--- config.mk ---
export PLATFORM = sky130hd
export DESIGN_NAME = ov7670_config_sequencer
export DESIGN_NICKNAME = d
export VERILOG_FILES = /design/src/rtl/ov7670_pkg.sv /design/src/rtl/ov7670_config_rom.sv /design/src/rtl/ov7670_config_sequencer.sv
export SDC_FILE = /design/constraint.sdc
export NUM_CORES = 1
export LEC_CHECK = 0
export BUFFER_PORTS_ARGS = -buffer_cell sky130_fd_sc_hd__buf_2
export CAP_MARGIN = 25
export CORE_UTILIZATION = 45
export DETAILED_ROUTE_END_ITERATION = 8
export GPL_ROUTABILITY_DRIVEN = 0
export PLACE_DENSITY = 0.67
export SLEW_MARGIN = 20
export SYNTH_ARGS = -nofsm -noshare
export SYNTH_HDL_FRONTEND = slang
export SYNTH_SLANG_ARGS = --single-unit
--- constraint.sdc ---
create_clock -name CLK -period 2.2 [get_ports CLK]
set_clock_uncertainty 0.2 [all_clocks]
set_input_delay 0.11 -clock CLK [delete_from_list [all_inputs] [get_ports CLK]]
set_output_delay 0.11 -clock CLK [all_outputs]
set_load 0.01 [all_outputs]
--- src/rtl/ov7670_pkg.sv ---
// Shared constants for the OV7670 configuration path: table markers, sequencer states,
// camera register addresses and the default power-up table.
package ov7670_pkg;

    localparam logic [15:0] ENTRY_END   = 16'hFFFF;
    localparam logic [15:0] ENTRY_DELAY = 16'hFFF0;

    localparam int unsigned TableDepth = 256;
    localparam int unsigned TableBits  = TableDepth * 16;

    typedef enum logic [3:0] {
        StIdle       = 4'd0,
        StFetch      = 4'd1,
        StDecode     = 4'd2,
        StIssue      = 4'd3,
        StWaitAccept = 4'd4,
        StWaitDone   = 4'd5,
        StGap        = 4'd6,
        StDelay      = 4'd7,
        StDone       = 4'd8
    } seq_state_e;

    localparam logic [7:0] REG_CLKRC  = 8'h11;
    localparam logic [7:0] REG_COM7   = 8'h12;
    localparam logic [7:0] REG_COM3   = 8'h0C;
    localparam logic [7:0] REG_COM10  = 8'h15;
    localparam logic [7:0] REG_TSLB   = 8'h3A;
    localparam logic [7:0] REG_COM13  = 8'h3D;
    localparam logic [7:0] REG_COM14  = 8'h3E;
    localparam logic [7:0] REG_COM15  = 8'h40;
    localparam logic [7:0] REG_RGB444 = 8'h8C;

    // Soft reset, settle delay, then RGB565 at VGA resolution; unused slots read as end marker.
    function automatic logic [TableBits-1:0] default_table();
        logic [15:0]          e [12];
        logic [TableBits-1:0] t;
        e = '{
            {REG_COM7,   8'h80},
            ENTRY_DELAY,
            {REG_COM7,   8'h04},
            {REG_CLKRC,  8'h01},
            {REG_COM3,   8'h00},
            {REG_COM14,  8'h00},
            {REG_COM15,  8'hD0},
            {REG_RGB444, 8'h00},
            {REG_TSLB,   8'h04},
            {REG_COM13,  8'hC0},
            {REG_COM10,  8'h00},
            ENTRY_END
        };
        t = {TableDepth{ENTRY_END}};
        for (int i = 0; i < 12; i++) begin
            t[12'(i * 16) +: 16] = e[i];
        end
        return t;
    endfunction

endpackage

--- src/rtl/ov7670_config_rom.sv ---
// Register/value table with a one-cycle registered read. Swap the Table parameter to change
// the camera setup without touching the sequencer.
module ov7670_config_rom
    import ov7670_pkg::*;
#(
    parameter logic [TableBits-1:0] Table = default_table()
) (
    input  logic        CLK,
    input  logic        RST,
    input  logic [7:0]  i_addr,
    output logic [15:0] o_data
);

    always_ff @(posedge CLK) begin
        if (!RST) begin
            o_data <= 16'h0000;
        end else begin
            o_data <= Table[{i_addr, 4'h0} +: 16];
        end
    end

endmodule

--- src/rtl/ov7670_config_sequencer.sv ---
// OV7670 power-up sequencer: walks the config ROM, issues one SCCB write per entry through the
// writer's ready/busy handshake, honours delay markers and reports done or error.
module ov7670_config_sequencer
    import ov7670_pkg::*;
#(
    parameter int unsigned          ClockFrequency = 50_000_000,
    parameter int unsigned          DelayMs        = 10,
    parameter int unsigned          GapCycles      = 64,
    parameter int unsigned          AcceptTimeout  = 16,
    parameter logic [TableBits-1:0] Table          = default_table()
) (
    input  logic       CLK,
    input  logic       RST,
    input  logic       i_start,
    output logic [7:0] o_sccb_addr,
    output logic [7:0] o_sccb_data,
    output logic       o_sccb_ready,
    input  logic       i_sccb_busy,
    output logic       o_busy,
    output logic       o_done,
    output logic       o_error,
    output logic [7:0] o_index
);

    localparam int unsigned DelayCycles = DelayMs * (ClockFrequency / 1000);
    localparam int unsigned DlyW        = $clog2(DelayCycles + 1);
    localparam int unsigned GapW        = $clog2(GapCycles + 1);
    localparam int unsigned AccW        = $clog2(AcceptTimeout + 1);

    localparam logic [DlyW-1:0] DlyLast = DlyW'(DelayCycles - 1);
    localparam logic [GapW-1:0] GapLast = GapW'(GapCycles - 1);
    localparam logic [AccW-1:0] AccLast = AccW'(AcceptTimeout - 1);

    seq_state_e      state_q;
    logic [7:0]      index_q;
    logic [7:0]      addr_q;
    logic [7:0]      data_q;
    logic            ready_q;
    logic            busy_q;
    logic            done_q;
    logic            error_q;
    logic [DlyW-1:0] dly_cnt_q;
    logic [GapW-1:0] gap_cnt_q;
    logic [AccW-1:0] acc_cnt_q;
    logic [15:0]     rom_data;
    logic            last_entry;

    ov7670_config_rom #(
        .Table (Table)
    ) u_rom (
        .CLK    (CLK),
        .RST    (RST),
        .i_addr (index_q),
        .o_data (rom_data)
    );

    // Index 255 is the final slot; advancing past it ends the table, never wraps.
    assign last_entry = (index_q == 8'hFF);

    always_ff @(posedge CLK) begin
        if (!RST) begin
            state_q   <= StIdle;
            index_q   <= 8'h00;
            addr_q    <= 8'h00;
            data_q    <= 8'h00;
            ready_q   <= 1'b0;
            busy_q    <= 1'b0;
            done_q    <= 1'b0;
            error_q   <= 1'b0;
            dly_cnt_q <= '0;
            gap_cnt_q <= '0;
            acc_cnt_q <= '0;
        end else begin
            ready_q <= 1'b0;
            unique case (state_q)
                StIdle: begin
                    if (i_start) begin
                        index_q <= 8'h00;
                        done_q  <= 1'b0;
                        error_q <= 1'b0;
                        busy_q  <= 1'b1;
                        state_q <= StFetch;
                    end
                end
                StFetch: begin
                    state_q <= StDecode;
                end
                StDecode: begin
                    if (rom_data == ENTRY_END) begin
                        state_q <= StDone;
                    end else if (rom_data == ENTRY_DELAY) begin
                        dly_cnt_q <= '0;
                        state_q   <= StDelay;
                    end else begin
                        addr_q  <= rom_data[15:8];
                        data_q  <= rom_data[7:0];
                        state_q <= StIssue;
                    end
                end
                StIssue: begin
                    if (!i_sccb_busy) begin
                        ready_q   <= 1'b1;
                        acc_cnt_q <= '0;
                        state_q   <= StWaitAccept;
                    end
                end
                StWaitAccept: begin
                    if (i_sccb_busy) begin
                        state_q <= StWaitDone;
                    end else if (acc_cnt_q == AccLast) begin
                        error_q <= 1'b1;
                        state_q <= StDone;
                    end else begin
                        acc_cnt_q <= acc_cnt_q + 1'b1;
                    end
                end
                StWaitDone: begin
                    if (!i_sccb_busy) begin
                        gap_cnt_q <= '0;
                        state_q   <= StGap;
                    end
                end
                StGap: begin
                    if (gap_cnt_q == GapLast) begin
                        if (last_entry) begin
                            state_q <= StDone;
                        end else begin
                            index_q <= index_q + 8'd1;
                            state_q <= StFetch;
                        end
                    end else begin
                        gap_cnt_q <= gap_cnt_q + 1'b1;
                    end
                end
                StDelay: begin
                    if (dly_cnt_q == DlyLast) begin
                        if (last_entry) begin
                            state_q <= StDone;
                        end else begin
                            index_q <= index_q + 8'd1;
                            state_q <= StFetch;
                        end
                    end else begin
                        dly_cnt_q <= dly_cnt_q + 1'b1;
                    end
                end
                StDone: begin
                    done_q  <= 1'b1;
                    busy_q  <= 1'b0;
                    state_q <= StIdle;
                end
                default: begin
                    state_q <= StIdle;
                end
            endcase
        end
    end

    assign o_sccb_addr  = addr_q;
    assign o_sccb_data  = data_q;
    assign o_sccb_ready = ready_q;
    assign o_busy       = busy_q;
    assign o_done       = done_q;
    assign o_error      = error_q;
    assign o_index      = index_q;

endmodule

; ---- After elaboration in Yosys (flattened, before gate mapping)
; Index checks and enable logic that the tools add are counted.
[op_classes]
add_sub_neg = 4
eq_ne = 27
shift = 1
muxes = 35
bitwise_logic = 2
reduce_logical = 16
[op_table]
columns = cell, count
row1 = 4096-bit by 13-bit variable part select with 16-bit output (first input constant), 1
row2 = 19-bit 2-to-1 mux, 3
row3 = 19-bit one-hot mux with 2 select lines, 1
row4 = 4-bit 2-to-1 mux, 9
row5 = 16-bit equality test (second input constant), 2
row6 = 8-bit 2-to-1 mux, 4
row7 = 4-bit one-hot mux with 8 select lines, 1
row8 = 2-bit inequality test (second input constant), 12
row9 = 8-bit one-hot mux with 3 select lines, 1
row10 = 19-bit by 1-bit adder with 19-bit output (second input constant), 1
row11 = 19-bit equality test (second input constant), 1
row12 = 4-bit by 3-bit equality test with 1-bit output (second input constant), 4
row13 = 4-bit AND reduction, 4
row14 = 5-bit 2-to-1 mux, 3
row15 = 7-bit 2-to-1 mux, 2
row16 = 7-bit one-hot mux with 2 select lines, 1
row17 = 5-bit one-hot mux with 2 select lines, 1
row18 = 2-bit nonzero test, 5
row19 = 8-bit by 1-bit adder with 8-bit output (second input constant), 1
row20 = 4-bit by 2-bit equality test with 1-bit output (second input constant), 2
row21 = 8-bit equality test (second input constant), 1
row22 = 7-bit by 1-bit adder with 7-bit output (second input constant), 1
row23 = 7-bit by 6-bit equality test with 1-bit output (second input constant), 1
row24 = 1-bit one-hot mux with 2 select lines, 3
row25 = 13 further kinds, 20
[word_totals]
ff_bits = 79
in_bits = 4
output_inout_bits = 28
wordCells = 97

; ---- Longest topological paths before layout
; Gate-level depths: netlist of the first run.
[logic_depth]
depth_word = 4
ltp_mapped = 8
ltp_nobuf = 7

; ---- By module
; From an unflattened synthesis of the first run, not the netlist that was laid out.
[unflattened]
cells_unflattened = 460
area_unflattened_um2 = 4033.9
[modules_own_cells]
columns = module, n_inst, cells_per_inst, area_per_inst_um2, seq_area_each_um2
row1 = ov7670_config_sequencer, 1, 392, 3368.2, 1261.2
row2 = ov7670_config_rom, 1, 68, 665.6, 280.3

; ---- Worst setup path before layout of the first run
; OpenSTA, ideal clock, no wires.
[synth_path]
kind = register to register
start = register acc_cnt_q[0]
end = register acc_cnt_q[4]
arrival_time_ps = 1939
setup_slack_ps = -5
path_stages_with_launch = 7
path_buffers = 0
synth_period_minus_slack_ps = 2205
path_cell_list = dfxtp_1 -> ha_1 -> and3_1 -> ha_1 -> nor4_1 -> mux2_2 -> nor2_1
[synth_via]
elab_chain_cells = 4
elab_cells_between_ends = 7
[synth_rtl]
columns = element, line_no
row1 = from (decl), ov7670_config_sequencer.sv:44  ; logic [AccW-1:0] acc_cnt_q;
row2 = from (signal assigned), ov7670_config_sequencer.sv:114  ; acc_cnt_q <= acc_cnt_q + 1'b1;
row3 = 5-bit by 1-bit adder with 5-bit output, ov7670_config_sequencer.sv:114
row4 = 5-bit 2-to-1 mux, ov7670_config_sequencer.sv:110  ; end else if (acc_cnt_q == AccLast) begin
row5 = 5-bit 2-to-1 mux, ov7670_config_sequencer.sv:108  ; if (i_sccb_busy) begin
row6 = 5-bit one-hot mux with 2 select lines, ov7670_config_sequencer.sv:75  ; unique case (state_q)
; Several ways; a longest one is shown, not always the timed one. The select of a mux whose other input is x is not followed.
; A chain may end at the register's enable or synchronous reset.

; ---- Final worst setup path of the first run
[layout_path]
start = register gap_cnt_q[0]
end = register index_q[5] (netlist: o_index[5])
[layout_via]
elab_chain_cells = 3
[layout_rtl]
columns = element, line_no
row1 = from (decl), ov7670_config_sequencer.sv:43  ; logic [GapW-1:0] gap_cnt_q;
row2 = from (signal assigned), ov7670_config_sequencer.sv:132  ; gap_cnt_q <= gap_cnt_q + 1'b1;
row3 = 7-bit by 6-bit equality test with 1-bit output, ov7670_config_sequencer.sv:124  ; if (gap_cnt_q == GapLast) begin
row4 = 2-bit inequality test (no source line), -
row5 = 4-bit AND reduction (no source line), -
row6 = to (signal assigned), ov7670_config_sequencer.sv:128  ; index_q <= index_q + 8'd1;
row7 = to (signal assigned), ov7670_config_sequencer.sv:140  ; index_q <= index_q + 8'd1;
row8 = to (decl), ov7670_config_sequencer.sv:35  ; logic [7:0] index_q;
; No other way between the ends.

==> results_dict.tcl, run 1 <==
set metrics [dict create \
    avgViaCountPerCell 5.65 \
    synth_edf_count 0 \
    syn_inst 450 \
    yosysUniqueCellTypes 63 \
    synthArstFlopShare_pct 0 \
    antenna_left 0 \
    cp_max_fo 9 \
    min_path_cells 4 \
    p_leak_nw 1.68 \
    synth_common_cells "dfxtp_1 (75), nand2_1 (56), nor2_1 (41)" \
    irDropWorstVdd_mv 0.298 \
    worst_slew_pin_slew_ps 435 \
    pre_cts_ws_ps 40.9 \
    n_antenna_cell 0 \
    clock_latency_ps 360 \
    ctsHtreeMaxLevel 3 \
    final_nets 515 \
    vias 3450 \
    yosysWarnings 0 \
    die_area_um2 8810 \
    finish.utilization_pct 53.9 \
    first_pass_iters 5 \
    power_density_nw_per_um2 669 \
    grt_pass1_vias 3179 \
    drive_above_1_share_pct 22.3 \
    hold_viol_final 0 \
    syn_area_per_cell_um2 8.44 \
    start_util_pct 46.4 \
    post-route-drc-count 0 \
    crit_type "flip-flop to flip-flop" \
    maxCapViolCount 0 \
    rsz0062_at_grt "yes" \
    holdWs_ps 76.4 \
    seq_area_frac_synth_pct 39.6 \
    ios 32 \
    period_needed_ps 2170 \
    cp-start-kind "flip-flop" \
    cts_tree "done" \
    slew_headroom_pct 70.7 \
    grt_overflow_total 0 \
    ys.flop_type "dfxtp_1" \
    wl_um 8660 \
    synth_area_leader_cell "dfxtp_1" \
    path_clk_slew_ps 80 \
    synth.area.top_cells "dfxtp_1 (40%), mux2i_1 (5.5%), nand2_1 (5.5%)" \
    io_buffers 31 \
    core_um2 8180 \
    finalSetupViolations 0 \
    cts_buffers 9 \
    syn_area_um2 3800 \
    fin_crit_sh_pct 98.7 \
    hold_class "input port to flip-flop" \
    cts_root_buffer "clkbuf_8" \
    max_freq_ghz 0.460 \
    die_width_um 93.8 \
    crit_required_ps 2220 \
    die_h_um 93.8 \
    status "finished, final reports clean" \
    row_count 33 \
    ys_ff_latch 75 \
    r2r_cells 8 \
    area_growth_syn_to_layout_pct 16.1 \
    grt_pass1_wl_um 14800 \
    yosysMostFrequentCell "dfxtp_1" \
    grt_start_max_net_pins 37 \
    setup_slack_ps 27.6 \
    clk_path_buf_depth 2 \
    synth_top_cell_area_share_pct 39.6 \
    dp_hpwl_um 6320 \
    grt.total_usage_pct 21.4 \
    wire_per_inst_um 14.2 \
    drt-initial-drc-count 153 \
    critPathArrivalTime_ps 2200 \
    syn_nets 464 \
    cts_sinks 75 \
    setup.worst_path.end_class "flip-flop" \
    cts_setup_buffers 0 \
    finalMaxSlewViolations 0 \
    antenna_found_initial 0 \
]
-- per-layer routing --
| layer | routed length [um] | vias to the layer above | global-route usage [%] |
|---|---|---|---|
| li1 | - | 1733 | - |
| met1 | 4100 | 1594 | 28.2 |
| met2 | 3910 | 113 | 33.6 |
| met3 | 519 | 10 | 4.13 |
| met4 | 142 | 0 | 9.87 |
| met5 | 0 | - | 0 |
-- state kept, by name (all words and copies together), names as in the netlist --
name / cells
gap_cnt_q: 7
o_busy: 1
state_q: 4
dly_cnt_q: 19
o_sccb_addr: 8
o_error: 1
o_sccb_ready: 1
o_index: 8
u_rom.o_data: 14
acc_cnt_q: 5
o_sccb_data: 6
o_done: 1
-- layout by cell type (no fill, tap or decap), types with 3 or more instances in the layout --
cell type	instances
a21o_1	4
a21oi_1	28
a31oi_1	15
and3_1	3
and4bb_2	3
buf_2	31
buf_4	33
clkbuf_8	9
clkinvlp_4	3
dfxtp_1	71
dfxtp_2	4
ha_1	9
inv_1	12
mux2i_1	21
nand2_1	56
nand2b_1	5
nand3_1	22
nand3b_1	3
nand4_1	7
nor2_1	41
nor2b_1	3
nor3_1	15
nor4_1	4
o21ai_0	31
o311ai_0	4
o31ai_1	4
o32ai_1	3
or2_2	3
or3_1	3
-- per-stage QoR --
stage / setup TNS [ps] / power (mW) / std cells / area (um^2)
2_1_floorplan: 0 / 1.88 / 450 / 3800
3_3_place_gp: 0 / 1.97 / 593 / 4190
3_5_place_dp: 0 / 1.97 / 593 / 4190
4_1_cts: 0 / 2.98 / 611 / 4390
5_1_grt: -44.5 / 3.10 / 611 / 4410
6_report: 0 / 2.95 / 611 / 4410
-- critical path: stages (launching register included) --
cell and delay, ps:
dfxtp_1 370, ha_1 200, nand3_1 110, buf_4 150, o31ai_1 210, buf_4 200
nand2_1 60, o311ai_0 390, o41ai_1 140
-- kinds of logic (layout without fill, tap and decap cells) --
kind of cell               Yosys count  after routing  share of synthesized area (%)
buffers and inverters               38             94                           5.27
DFF                                 75             75                           39.6
AOI/OAI and AO/OA                  113            113                           19.2
adders and majority gates           10             10                           3.30
and+or+nand+nor                    187            187                           25.6
muxes                               23             23                           6.13
xor gates and xnor gates             4              4                          0.923
-- repair_timing --
action,4_1_cts,5_1_grt
endpoints found under the setup margin,0,14
resized for setup,0,8
hold buffers,2,0
endpoints found under the hold margin,3,0
-- path summary, 6_finish.rpt --
kind,slack [ps],startpoint,end
hold / removal,80,RST,o_busy$_SDFFE_PN0P_
hold reg to reg,260,o_done$_SDFFE_PN0P_,o_done$_SDFFE_PN0P_
setup reg to reg,30,gap_cnt_q[0]$_SDFFE_PN0P_,o_index[5]$_SDFFE_PN0P_
setup / recovery,30,gap_cnt_q[0]$_SDFFE_PN0P_,o_index[5]$_SDFFE_PN0P_
-- report_power, final --
part,internal (mW),switching (mW),leakage [nW]
sequential,1.40,0.0373,0.608
clock,0.426,0.572,0.0844
combinational,0.233,0.285,0.991
total,2.06,0.894,1.68
-- area by class of cell --
class | instances | area [um^2]
well taps | 105 | 131
clock inverters | 7 | 60.1
inverters | 12 | 45.0
flip-flops and latches | 75 | 1510
clock buffers | 9 | 124
multi-input cells | 337 | 2120
repair buffers | 66 | 423
fillers | 780 | 3770
No activity file was read; power rests on OpenSTA's default activity.
==> run 2: changes to the inputs <==
- ABC_AREA: default -> 1
- CTS_BUF_LIST: default -> sky130_fd_sc_hd__clkbuf_4 sky130_fd_sc_hd__clkbuf_8 sky130_fd_sc_hd__clkbuf_16
==> results_dict.tcl, run 2 <==
set metrics [dict create \
    status "finished, final reports clean" \
    synthSimpleGateAreaFrac_pct 35.9 \
    hold_viol_final 0 \
    yosys-mux-area-fraction_pct 0 \
    setup.worst_path.end_class "flip-flop" \
    synth_area_leader_cell "dfxtp_1" \
    slew_headroom_pct 69.4 \
    largest_reg_flops 19 \
    r2r_slack_ps 150 \
    start_util_pct 46.0 \
    cpPeakStageDelay_ps 450 \
    crit_path_start "o_index[1]$_SDFFE_PN0P_" \
    drive_above_1_share_pct 14.0 \
    power_density_nw_per_um2 800 \
    cts_buffers 9 \
    grt_pass1_vias 3450 \
    synth_top_cell_area_share_pct 37.6 \
    crit_type "flip-flop to flip-flop" \
    place_area_um2 4290 \
    grt_overflow_total 0 \
    synth_compound_area_share_pct 13.0 \
    syn_area_per_cell_um2 6.61 \
    clock_latency_ps 360 \
    fin_area_um2 4540 \
    reg_top3 "dly_cnt_q: 19 flops, u_rom.o_data: 14 flops" \
    maxCapViolCount 0 \
    regMostFlops "dly_cnt_q" \
    core_um2 8680 \
    hold_class "flip-flop to flip-flop" \
    avgViaCountPerCell 5.09 \
    cp_max_fo 10 \
    max_freq_ghz 0.488 \
    n_antenna_cell 0 \
    wl_um 8840 \
    period_needed_ps 2050 \
    irDropWorstVdd_mv 0.388 \
    final_nets 659 \
    drt-initial-drc-count 230 \
    crit_top_cell "nor2_1" \
    die_width_um 96.2 \
    critPathArrivalTime_ps 2100 \
    io_buffers 31 \
    synth.area.top_cells "dfxtp_1 (38%), nand2_1 (11%), nor2_1 (10%)" \
    worst_slew_pin_slew_ps 455 \
    finalMaxSlewViolations 0 \
    ctsHtreeMaxLevel 3 \
    worstReg2RegStart "o_index[1]$_SDFFE_PN0P_" \
    seq_area_frac_synth_pct 37.6 \
    yosysMostFrequentCell "nand2_1" \
    yosysUniqueCellTypes 34 \
    cts_root_buffer "clkbuf_8" \
    synth_common_cells "nand2_1 (122), nor2_1 (108), dfxtp_1 (75)" \
    design_power_total_mw 3.64 \
    path_clk_slew_ps 90 \
    worstHoldStart "acc_cnt_q[0]$_SDFFE_PN0P_" \
    clk_path_buf_depth 2 \
    area_growth_syn_to_layout_pct 13.7 \
    dp_hpwl_um 6520 \
    synth_top_family_by_area "simple AND/OR/NAND/NOR gates" \
    first_pass_iters 4 \
    ios 32 \
    wire_per_inst_um 11.7 \
    crit_chain "ha_2, inv_1, nor2_1, nand2_1, nor2_1, nor2_4, nand3_4, nand2_1, o21ai_1, nor2_1" \
    antenna_found_initial 0 \
    crit_slowest_cell "dfxtp_1" \
    grt_start_max_net_pins 33 \
    synth_edf_count 0 \
    ys_ff_latch 75 \
    syn_area_um2 4000 \
    final_common_cell "nand2_1" \
    syn_inst 604 \
    finalSetupTns_ps 0 \
    crit_required_ps 2250 \
    cts_sinks 75 \
    antenna_left 0 \
    vias 3857 \
    grt_pass1_wl_um 15200 \
    finalSetupViolations 0 \
    ys.flop_type "dfxtp_1" \
    die_h_um 96.2 \
    grt.total_usage_pct 20.8 \
    final_cell_mix "nand2_1 (122), nor2_1 (107), dfxtp_1 (73)" \
    cts_tree "done" \
    synthArstFlopShare_pct 0 \
    fin_crit_sh_pct 93.1 \
    die_area_um2 9260 \
    synth_xor_area_share_pct 0.877 \
    row_count 34 \
    p_leak_nw 1.91 \
    cts_setup_buffers 0 \
    yosysWarnings 0 \
    rsz0062_at_grt "no" \
    cp-start-kind "flip-flop" \
    syn_nets 618 \
    synth_adder_area_share_pct 3.13 \
    post-route-drc-count 0 \
]
[run 2: cell types whose count changed in the layout (fill, tap and decap cells not counted), sizes merged, moves of 9 or more]
cell   change
nand2     +69
inv       +61
buf       -19
a31oi      -9
a21oi     +13
nor2      +72
nand3     +41
mux2i     -21
[run 2: report_power, final]
group	internal [mW]	switching [mW]	leakage (nW)
clock	0.427	0.575	0.0921
sequential	1.52	0.136	0.609
combinational	0.362	0.615	1.21
[run 2: logic make-up (layout without fill, tap and decap cells)]
family,count (synthesis),count (layout)
adder cells (fa/ha/maj),10,10
flip-flops,75,75
AO/OA/AOI/OAI,94,94
AND/OR/NAND/NOR,329,329
XOR/XNOR,4,4
buffers and inverters,92,138
[run 2: final cells by class]
class,instances,area (um^2)
Clock buffer,9,124
Tap cell,108,135
Fill cell,894,4130
Clock inverter,7,58.8
Inverter,73,274
Multi-Input combinational cell,437,2150
Sequential cell,75,1500
Timing Repair Buffer,49,300
[run 2: final timing paths]
kind | cells after the start | endpoint
max reg2reg | 10 | o_index[2]$_SDFFE_PN0P_
max | 10 | o_index[2]$_SDFFE_PN0P_
min | 1 | acc_cnt_q[0]$_SDFFE_PN0P_
min reg2reg | 1 | acc_cnt_q[0]$_SDFFE_PN0P_
[run 2: worst max-delay path, delay by kind of cell (launching register included)]
kind	cells	cell delay [ps]
compound gates	1	80
simple gates	7	850
flops	1	450
fa+ha+maj	1	280
buf+inv	1	70
[run 2: timing repair]
action,CTS,global route
hold endpoints to repair,15,0
gates resized for setup,0,11
endpoints found under the setup margin,0,11
hold buffers,4,0
[run 2: per-layer routing]
metal	vias to the layer above	track usage, %	share of wire, %
li1	2039	-	-
met1	1736	29.5	53
met2	69	31.7	42
met3	13	3.24	3.7
met4	0	7.59	1.6
met5	-	0	0
[run 2: stage by stage]
step / setup WS, ps / hold slack [ps] / instances / util, %
2_1_floorplan: 307 / 61.9 / 604 / -
3_3_place_gp: 169 / 249 / 738 / 49.4
3_5_place_dp: 92.5 / 256 / 738 / 49.4
4_1_cts: 78.1 / 275 / 758 / 51.9
5_1_grt: 5.78 / 294 / 758 / 52.4
6_report: 152 / 260 / 758 / 52.4
